`src/rtl/mastermind_game_ctrl.sv`:
```
// Mastermind game sequencer: drives the secret/guess register controls from
// START/ENTER, scores each guess by exact position matches, counts attempts and
// declares WIN or LOSE.
module mastermind_game_ctrl #(
  parameter int unsigned MAX_TRIES = 8,
  parameter int unsigned TRY_W     = 4
) (
  input  logic             CLK,
  input  logic             RESET,
  input  logic             START,
  input  logic             ENTER,
  input  logic [3:0]       SECRET_Q,
  input  logic [3:0]       GUESS_Q,
  output logic             LOAD_SECRET,
  output logic             LOAD_GUESS,
  output logic             CLR_REGS,
  output logic [2:0]       HITS,
  output logic [TRY_W-1:0] TRIES,
  output logic             WIN,
  output logic             LOSE,
  output logic             BUSY
);

  typedef enum logic [3:0] {
    StIdle,
    StClear,
    StSetSecret,
    StLdSec,
    StWaitGuess,
    StLdGuess,
    StCompare,
    StWin,
    StLose
  } state_e;

  state_e             state_q, state_d;
  logic               enter_q;
  logic [2:0]         hits_q, hits_d;
  logic [TRY_W-1:0]   tries_q, tries_d;

  logic               enter_rise;
  logic [3:0]         match;
  logic [2:0]         match_cnt;
  logic [TRY_W-1:0]   tries_inc;
  logic               last_try;

  // One event per 0->1 edge; a level held high never re-triggers.
  assign enter_rise = ENTER & ~enter_q;

  assign match     = ~(SECRET_Q ^ GUESS_Q);
  assign tries_inc = tries_q + TRY_W'(1);
  assign last_try  = (tries_inc == TRY_W'(MAX_TRIES));

  // Count exact position matches between the two register outputs.
  always_comb begin
    match_cnt = 3'd0;
    for (int i = 0; i < 4; i++) begin
      match_cnt = match_cnt + {2'b00, match[i]};
    end
  end

  // State, score and enter-edge registers; reset wins over everything.
  always_ff @(posedge CLK) begin
    if (RESET) begin
      state_q <= StIdle;
      enter_q <= 1'b1;  // ENTER held through reset must not look like a new press
      hits_q  <= 3'd0;
      tries_q <= '0;
    end else begin
      state_q <= state_d;
      enter_q <= ENTER;
      hits_q  <= hits_d;
      tries_q <= tries_d;
    end
  end

  // Next-state, score update and Moore output decode.
  always_comb begin
    state_d     = state_q;
    hits_d      = hits_q;
    tries_d     = tries_q;
    LOAD_SECRET = 1'b0;
    LOAD_GUESS  = 1'b0;
    CLR_REGS    = 1'b0;
    WIN         = 1'b0;
    LOSE        = 1'b0;
    BUSY        = 1'b1;

    case (state_q)
      StIdle: begin
        BUSY = 1'b0;
        if (START) state_d = StClear;
      end
      StClear: begin
        CLR_REGS = 1'b1;
        hits_d   = 3'd0;
        tries_d  = '0;
        state_d  = StSetSecret;
      end
      StSetSecret: begin
        if (enter_rise) state_d = StLdSec;
      end
      StLdSec: begin
        LOAD_SECRET = 1'b1;
        state_d     = StWaitGuess;
      end
      StWaitGuess: begin
        if (enter_rise) state_d = StLdGuess;
      end
      StLdGuess: begin
        // Register captures at the end of this cycle; GUESS_Q is valid in compare.
        LOAD_GUESS = 1'b1;
        state_d    = StCompare;
      end
      StCompare: begin
        hits_d  = match_cnt;
        tries_d = tries_inc;
        // A full match wins even on the final try.
        if (match_cnt == 3'd4) begin
          state_d = StWin;
        end else if (last_try) begin
          state_d = StLose;
        end else begin
          state_d = StWaitGuess;
        end
      end
      StWin: begin
        WIN  = 1'b1;
        BUSY = 1'b0;
        if (START) state_d = StClear;
      end
      StLose: begin
        LOSE = 1'b1;
        BUSY = 1'b0;
        if (START) state_d = StClear;
      end
      default: begin
        BUSY    = 1'b0;
        state_d = StIdle;
      end
    endcase
  end

  assign HITS  = hits_q;
  assign TRIES = tries_q;

endmodule

```
`config.mk`:
```
export PLATFORM = sky130hd
export DESIGN_NAME = mastermind_game_ctrl
export DESIGN_NICKNAME = d
export VERILOG_FILES = /design/src/rtl/mastermind_game_ctrl.sv
export SDC_FILE = /design/constraint.sdc
export NUM_CORES = 1
export LEC_CHECK = 0
export ABC_AREA = 1
export CAP_MARGIN = 20
export CORE_MARGIN = 2
export CORE_UTILIZATION = 45
export CTS_CLUSTER_SIZE = 10
export DETAILED_ROUTE_END_ITERATION = 7
export HOLD_SLACK_MARGIN = 0.1
export PLACE_DENSITY = 0.82
export SYNTH_ARGS = -nofsm -noshare
export SYNTH_HDL_FRONTEND = slang
export SYNTH_SLANG_ARGS = --single-unit
```
`constraint.sdc`:
```
create_clock -name CLK -period 3.27 [get_ports CLK]
set_clock_uncertainty 0.05 [all_clocks]
set_input_delay 0.654 -clock CLK [delete_from_list [all_inputs] [get_ports CLK]]
set_output_delay 0.654 -clock CLK [all_outputs]
set_load 0.02 [all_outputs]
```
Word-level counts from Yosys, hierarchy flattened
Index checks and enable logic that the tools add are counted.
{"block": "classes", "add_sub_neg": 4, "eq_ne": 13, "muxes": 14, "bitwise": 4, "n_reduce_logical": 5}
{"op": "$pmux W4 S7", "count": 1}
{"op": "$mux W4", "count": 5}
{"op": "$eq A4 B3 Y1 const B", "count": 4}
{"op": "$eq A4 B2 Y1 const B", "count": 2}
{"op": "$eq A4 B4 Y1 const B", "count": 2}
{"op": "$pmux W4 S2", "count": 1}
{"op": "$mux W1", "count": 6}
{"op": "$pmux W3 S2", "count": 1}
{"op": "$reduce_or A6 Y1", "count": 1}
{"op": "$add A4 B1 Y4 const B", "count": 1}
{"op": "$eq A4 B1 Y1 const B", "count": 1}
{"op": "$logic_not A4 Y1", "count": 1}
{"op": "$ne A2 B2 Y1 const B", "count": 2}
{"op": "$not A4 Y4", "count": 1}
{"op": "$xor A4 B4 Y4", "count": 1}
{"op": "$add A2 B1 Y3", "count": 1}
{"op": "$add A3 B1 Y3", "count": 1}
{"op": "$eq A3 B3 Y1 const B", "count": 1}
{"op": "$reduce_and A3 Y1", "count": 1}
{"op": "$reduce_or A3 Y1", "count": 1}
{"op": "$add A1 B1 Y2", "count": 1}
{"op": "$ne A2 B1 Y1 const B", "count": 1}
{"op": "$reduce_bool A2 Y1", "count": 1}
{"op": "$and A1 B1 Y1", "count": 1}
{"op": "$not A1 Y1", "count": 1}
{"block": "word_totals", "ff_bits": 12, "input_bits": 12, "out_inout_bits": 13, "elab_cells": 44}

Longest topological paths before layout
Gate-level depths: netlist of the first run.
{"block": "depth", "word_depth": 8, "mapped_depth": 14, "depth_no_buf": 14}

Worst setup path after synthesis of the first run
No wires, ideal clock.
{"block": "synth_timing", "path_type": "input -> register", "from": "input GUESS_Q[0]", "to": "register state_q[2]", "setup_ps": 133, "arrival_time_ps": 2330, "required_time_ps": 3087, "setup_slack_ps": 757, "path_stages": 14, "n_path_buf": 0, "path_cell_list": "xor2_1 > fa_1 > inv_1 > ha_1 > ha_1 > nor2_1 > nand2_1 > nand2_1 > nor2_1 > nand2_1 > nand2_1 > nand2_1 > nand2_1 > a21oi_2"}
{"block": "synth_via", "elab_chain_len": 8}
{"item": "start, declared", "line": "13", "text": "input logic [3:0] GUESS_Q,"}
{"item": "$xor A4 B4 Y4", "line": "50", "text": "assign match = ~(SECRET_Q ^ GUESS_Q);"}
{"item": "$not A4 Y4", "line": "50"}
{"item": "$add A1 B1 Y2", "line": "58", "text": "match_cnt = match_cnt + {2'b00, match[i]};"}
{"item": "$add A2 B1 Y3", "line": "58"}
{"item": "$add A3 B1 Y3", "line": "58"}
{"item": "$eq A3 B3 Y1", "line": "119", "text": "if (match_cnt == 3'd4) begin"}
{"item": "$mux W4", "line": "119"}
{"item": "$pmux W4 S7", "line": "89", "text": "case (state_q)"}
{"item": "end signal, assigned", "line": "65", "text": "state_q <= StIdle;"}
{"item": "end signal, assigned", "line": "70", "text": "state_q <= state_d;"}
{"item": "end, declared", "line": "36", "text": "state_e state_q, state_d;"}
No other way between the ends.
A chain may end at the register's enable or synchronous reset.

Worst setup path in the final report of the first run
{"block": "layout_timing", "from": "input GUESS_Q[0]", "to": "register state_q[0]"}
Same word-level chain as after synthesis.

==> results.md, run 1 <==
* Origin of the worst min-delay path: HITS[2]
* Launch point of the critical path: GUESS_Q[0]
* Area share of the leading cell type in the synthesized netlist at 30.62%
* Clock network latency to the later pin of the worst-skew pair at 0.28 ns
* FF+latch count, synth at 12
* Cell count after placement at 156
* Wire length after detailed routing at 1.718 mm
* Cell area after technology mapping at 784.5 µm²
* Worst hold path type: flip-flop to flip-flop
* Largest net degree at the start of global routing at 13
* Cell with the biggest individual delay on the critical path: fa_1
* Post-detailed-route count of antenna-violating nets at 0
* DIE WIDTH at 45.76 µm
* Minimum setup slack among reg-to-reg paths at 1.84 ns
* Maximum buffer depth of the clock tree at 2
* Crit path arrival time at 2.92 ns
* Finished layout cell area at 1071 µm²
* Number of core rows at 15
* Library cell with the highest instance count after synthesis: nand2_1
* Worst Max-Slew Pin Slew at 0.5120 ns
* Critical Setup Path Class: primary input to flip-flop
* Vias in the first global route at 712
* Final hold violation count at 0
* Number of different library cells in the post-synthesis netlist at 25
* Crit start category: primary input
* Maximum level of the CTS H-tree at 1
* First-pass iteration count of the detailed router at 4
* Cts bufs inserted at 3
* Gpl congestion at 0.7881
* Number of nets in the layout at 161
* Number of pins exceeding their max-slew limit in the final report at 0
* Number of maximum-capacitance violations at 0
* Final sum of negative setup slack at 0 ns
* Worst reg-to-reg path cell count at 8
* Endpoint of the worst-slack reg-to-reg timing path: state_q[0]
* Outcome: complete, no violations
* Post-CTS setup buffer count at 0
* Startpoint of the lowest-slack register-to-register path: state_q[1]
* Total setup violations reported at the end of the flow at 0
* Cells on Worst Hold Path at 2
* Worst path cell trace: clkdlybuf4s50_1 > xor2_1 > fa_1 > inv_1 > ha_1 > ha_1 > nor2_1 > nand2_1 > inv_1 > nand2_1 > nand4_1 > nand2_1 > a21oi_2
* Input/output buffers at 24
* Syn nets at 134
* Overflow left after global routing at 0
* Final Cycle Share at 84.67%
* Sum of net half-perimeters after detailed placement at 1.339 mm
* Proportion of synthesized flip-flops having asynchronous set or reset at 0%
* Drt wl/cell at 10.74 µm
* Area growth syn-to-layout at 36.52%
* Wire length of the first global-routing pass at 2.870 mm
* Core Footprint at 1689 µm²
* Number of warnings printed during yosys synthesis at 0
* Sequential element share of the synthesized area at 30.62%
* Top cell type by total area after synthesis: dfxtp_1
* Initial core utilization at 46.44%
* Highest achievable clock rate at 361.2 MHz
* Final non-filler cell total at 160
* Main flop type after synthesis: dfxtp_1
* Critical-path maximum fanout at 2
* Capture endpoint of the worst hold path: HITS[2]
* Multi-input logic area at 467.9 µm²
* Slew HR at 65.76%
* Diodes inserted at 0
* Leakage power of the design at 0.4735 nW
* Min Clock Period, post-route at 2.769 ns
* Root cell of the clock tree: clkbuf_4
* Routed vias at 812
* Post-detailed-route DRC marker count at 0
* Vertical die dimension at 45.76 µm
* Total power divided by cell area at 566.0 nW/µm²
* Layout cell share with drive strength beyond 1 at 12.59%
* Post-synth EDFFs at 0
* Iteration-0 DRC Markers at 20
* Worst Path Required at 3.42 ns
* Total die area at 2094 µm²
* Syn Area/Cell at 6.705 µm²
* Most area-consuming cells after synthesis: dfxtp_1 31%, nand2_1 19%, inv_1 6.7%
* Post-CTS Resized at 0
* Average vias per placed instance at 5.075
* Number of filler instances in the final layout at 152
* Clock tree from TritonCTS: done
* Initial antenna violation count at 0
* Kind of end point of the critical path: flip-flop
* Number of primary I/O pins at 25
* Clock transition at path regs at 0.07 ns
* Maximum ir drop on the vdd rail at 0.4080 mV
* Leading post-synthesis cells by instance count: 39 x nand2_1, 14 x inv_1, 12 x dfxtp_1
* Setup repair after global routing missed its margin: false
* Sequential standard cell area at 240.2 µm²
* Combined global-route utilization of all metal layers at 18.85%
* Post-Synthesis Cells at 117
* Hold Buf Count CTS at 0
* Number of sinks driven by the clock tree at 12
* Largest incremental delay on the critical path at 0.53 ns
* Cell mode on critical path: nand2_1
* Placed cell areas at 1035 µm²
-- kinds of logic after synthesis --
logic type	share of synthesized area, %
simple gates	34.61
xor+xnor	4.467
fa+ha+maj	8.932
compound gates	11.64
buf+inv	9.728
flops	30.62
-- area by class of cell --
cell class | count | share of cell area (%)
Clock buffer | 4 | 3.388
Inverter | 17 | 6.075
Multi-Input combinational cell | 86 | 43.69
Sequential cell | 12 | 22.43
Tap cell | 17 | 1.986
Timing Repair Buffer | 24 | 22.43
-- per-layer routing --
layer  track usage, %  wire length (µm)
met3            5.952                73
met2            30.99               848
met5                0                 0
met1            22.95               772
met4            6.857                23
-- cell usage in the layout (no fill, tap or decap) --
master           count
a21oi_1              7
a21oi_2              3
o21ai_0              1
inv_2                2
nand4_1              2
a211oi_1             1
nand2_4              1
xnor2_1              1
o21ai_2              2
ha_1                 4
clkbuf_4             3
fa_1                 1
clkinv_2             1
nand2_2              1
or2_2                1
clkdlybuf4s50_1     24
inv_1               14
clkbuf_8             1
nand2_1             39
nor2_1              11
nor2_2               2
nand3_2              1
nand3_1              4
xor2_1               3
nor3_1               1
dfxtp_1             12
-- registers in the layout, summed over array words and instances, names as in the netlist --
signal / flops
TRIES: 4
state_q: 4
HITS: 3
enter_q: 1
-- where the power goes --
| group | total (mW) | switching, mW | internal [mW] |
|---|---|---|---|
| combinational | 0.303 | 0.184 | 0.119 |
| clock | 0.119 | 0.0511 | 0.0678 |
| sequential | 0.184 | 0.0241 | 0.160 |
-- metrics by stage --
step           worst slack [ns]  util (%)  power, mW  hold slack, ns
4_1_cts                  0.5068     63.41     0.6089          0.4204
6_report                 0.5013     63.41     0.6062          0.4222
2_1_floorplan            0.7571         -     0.3996          0.4397
3_3_place_gp             0.2726     61.26     0.4774          0.4029
3_5_place_dp             0.2274     61.26     0.4878          0.4097
5_1_grt                  0.3705     63.41     0.6529          0.4500
-- how the worst max path moves through the flow --
stage / endpoint / slack, ns / cells after the start
floorplan: state_q[2] / 0.76 / 14
global placement: state_q[2] / 0.27 / 15
detailed placement: state_q[0] / 0.23 / 13
CTS: state_q[0] / 0.51 / 13
global route: state_q[2] / 0.37 / 15
finish: state_q[0] / 0.50 / 13
-- worst max-delay path, delay by kind of cell --
kind | cells | cell delay (ns)
adder cells (fa/ha/maj) | 3 | 1.00
buffers and inverters | 3 | 0.50
AND/OR/NAND/NOR | 5 | 0.45
XOR/XNOR | 1 | 0.18
AO/OA/AOI/OAI | 1 | 0.11
Power figures use the tool's default switching activity.
==> inputs of run 2 (changes only) <==
==> constraint.sdc (replaced) <==
create_clock -name CLK -period 2.67 [get_ports CLK]
set_clock_uncertainty 0.05 [all_clocks]
set_input_delay 0.534 -clock CLK [delete_from_list [all_inputs] [get_ports CLK]]
set_output_delay 0.534 -clock CLK [all_outputs]
set_load 0.02 [all_outputs]
==> run 2 against run 1 <==
- cell count unchanged
- die area unchanged
- combinational power increased by 24%
- clock-buffer cell count unchanged
- global-route usage is 1.1 points lower
- clock power is 23% higher
- worst hold slack got worse by 0.0061 ns
==> results.md, run 2 (synthesis gave the netlist of run 1 again) <==
* Outcome: complete, no violations (unchanged)
* Final standard cell utilization of the core at 64.30% (was 63.41%)
* Initial core utilization at 46.44% (unchanged)
* Post-detailed-route count of antenna-violating nets at 0 (unchanged)
* Iteration-0 DRC Markers at 14 (was 20)
* Clock transition at path regs at 0.08 ns (was 0.07 ns)
* Post-detailed-route DRC marker count at 0 (unchanged)
* Largest net degree at the start of global routing at 13 (unchanged)
* Number of primary I/O pins at 25 (unchanged)
* Clock tree from TritonCTS: done (unchanged)
* Initial antenna violation count at 0 (unchanged)
* Total die area at 2094 µm² (unchanged)
* Number of core rows at 15 (unchanged)
* Number of sinks driven by the clock tree at 12 (unchanged)
* Wire length of the first global-routing pass at 2.753 mm (was 2.870 mm)
* Maximum buffer depth of the clock tree at 2 (unchanged)
* Hold Buf Count CTS at 0 (unchanged)
* Root cell of the clock tree: clkbuf_4 (unchanged)
* Total power divided by cell area at 687.7 nW/µm² (was 566.0 nW/µm²)
* Most common cell after layout, fill and taps aside: nand2_1 (unchanged)
* Worst path bufs/invs at 3 (unchanged)
* Number of pins exceeding their max-slew limit in the final report at 0 (unchanged)
* M1 wire length at 753 µm (was 772 µm)
* Worst Max-Slew Pin Slew at 0.4943 ns (was 0.5120 ns)
* Wire length after detailed routing at 1.749 mm (was 1.718 mm)
* Uppermost metal layer occupied by signal nets: met4 (unchanged)
* Cell count after placement at 156 (unchanged)
* Critical Setup Path Class: primary input to flip-flop (unchanged)
* Vertical die dimension at 45.76 µm (unchanged)
* Overflow left after global routing at 0 (unchanged)
* Vias in the first global route at 714 (was 712)
* Number of maximum-capacitance violations at 0 (unchanged)
* Largest incremental delay on the critical path at 0.50 ns (was 0.53 ns)
* Met2 wire length at 889 µm (was 848 µm)
* Final non-filler cell total at 160 (unchanged)
* Leakage power of the design at 0.4925 nW (was 0.4735 nW)
* Number of nets in the layout at 161 (unchanged)
* Comb power frac at 50.3% (was 50.0%)
* Maximum ir drop on the vdd rail at 0.4679 mV (was 0.4080 mV)
* Final sum of negative setup slack at 0 ns (unchanged)
* Average vias per placed instance at 5.019 (was 5.075)
* Cts bufs inserted at 3 (unchanged)
* Worst hold path type: flip-flop to flip-flop (unchanged)
* Crit start category: primary input (unchanged)
* Drt wl/cell at 10.93 µm (was 10.74 µm)
* Most frequent cells in the layout: 39 x nand2_1, 22 x clkdlybuf4s50_1, 14 x inv_1 (was 39 x nand2_1, 24 x clkdlybuf4s50_1, 14 x inv_1)
* DIE WIDTH at 45.76 µm (unchanged)
* Input/output buffers at 24 (unchanged)
* Met3 Routed Length at 81 µm (was 73 µm)
* Cell with the biggest individual delay on the critical path: fa_1 (unchanged)
* Post-CTS setup buffer count at 0 (unchanged)
* Total setup violations reported at the end of the flow at 0 (unchanged)
* Diodes inserted at 0 (unchanged)
* Final hold violation count at 0 (unchanged)
* Gpl congestion at 0.8051 (was 0.7881)
* Worst Path Required at 2.82 ns (was 3.42 ns)
* Area growth syn-to-layout at 38.44% (was 36.52%)
* Core Footprint at 1689 µm² (unchanged)
* Min Clock Period, post-route at 2.594 ns
* Final Cycle Share at 97.16%
* Combined global-route utilization of all metal layers at 17.78% (was 18.85%)
* Sum of net half-perimeters after detailed placement at 1.325 mm (was 1.339 mm)
* Highest achievable clock rate at 385.5 MHz
* Fraction of power spent switching nets at 42.99% (was 42.71%)
* Finished layout cell area at 1086 µm² (was 1071 µm²)
* Setup repair after global routing missed its margin: false (unchanged)
* Share of total power in the clock network at 19.5% (was 19.6%)
* Power share of the sequential group at 30.1% (was 30.4%)
* Switching component of the power at 0.3211 mW (was 0.2589 mW)
* Clock network latency to the later pin of the worst-skew pair at 0.27 ns (was 0.28 ns)
* Slew HR at 66.94% (was 65.76%)
* Cell mode on critical path: nand2_1 (unchanged)
* Worst path cell trace: clkdlybuf4s50_1 > xor2_1 > fa_1 > inv_1 > ha_1 > ha_1 > nor2_1 > nand2_1 > inv_1 > nand2_1 > nand4_1 > nand2_1 > a21oi_2 (unchanged)
* Number of filler instances in the final layout at 162 (was 152)
* Crit path arrival time at 2.74 ns (was 2.92 ns)
* Kind of end point of the critical path: flip-flop (unchanged)
* Routed vias at 803 (was 812)
* Cell internal pwr at 0.4258 mW (was 0.3473 mW)
* Placed cell areas at 1035 µm² (unchanged)
* Maximum level of the CTS H-tree at 1 (unchanged)
* First-pass iteration count of the detailed router at 4 (unchanged)
* Kind of cell adding the most delay to the critical path: adder cells (unchanged)
* Critical-path maximum fanout at 2 (unchanged)
* Layout cell share with drive strength beyond 1 at 13.99% (was 12.59%)
-- run 2: repair_timing --
item / CTS / global route
endpoints found under the hold margin: 0 / 0
gates resized for setup: 0 / 4
setup endpoints to repair: 0 / 3
-- run 2: power by group through the flow --
stage          Sequential (mW)  Combinational, mW  Clock, mW
5_1_grt                  0.229              0.414      0.161
2_1_floorplan            0.216              0.274          0
4_1_cts                  0.224              0.376      0.149
3_5_place_dp             0.229              0.370          0
3_3_place_gp             0.227              0.357          0
6_report                 0.225              0.376      0.146
-- run 2: final cells by class --
class	instances	area (µm²)	area share, %
Multi-Input combinational cell	86	478.0	44.01
Timing Repair Buffer	24	245.2	22.58
Sequential cell	12	240.2	22.12
Inverter	17	65.06	5.991
Clock buffer	4	36.28	3.341
Tap cell	17	21.27	1.959
-- run 2: worst register-to-register path, cell delays in order (launching register included) --
cell,delay (ns)
dfxtp_1,0.48
inv_1,0.09
nor2_2,0.11
nand2_1,0.10
clkinv_2,0.13
nand2_1,0.10
nand4_1,0.10
nand2_1,0.08
a21oi_2,0.12
-- run 2: path summary, 6_finish.rpt --
path / startpoint / to / slack [ns] / cells past startpoint
hold / removal: HITS[2] / HITS[2] / 0.42 / 2
setup reg to reg: state_q[1] / state_q[0] / 1.25 / 8
hold reg to reg: HITS[2] / HITS[2] / 0.42 / 2
setup / recovery: GUESS_Q[1] / state_q[0] / 0.08 / 13
-- run 2: metal layers --
layer | GRT usage (%) | vias to the layer above
li1 | - | 414
met1 | 22.41 | 363
met2 | 28.17 | 22
met3 | 3.968 | 4
met4 | 9.143 | 0
met5 | 0 | -
-- run 2: through the flow --
| step | setup WS, ns | power [mW] | hold slack, ns |
|---|---|---|---|
| 5_1_grt | 0.0008333 | 0.8036 | 0.4494 |
| 2_1_floorplan | 0.2771 | 0.4894 | 0.4397 |
| 3_3_place_gp | -0.2077 | 0.5839 | 0.4027 |
| 4_1_cts | 0.03324 | 0.7490 | 0.4187 |
| 6_report | 0.07572 | 0.7469 | 0.4161 |
| 3_5_place_dp | -0.2515 | 0.5991 | 0.4052 |
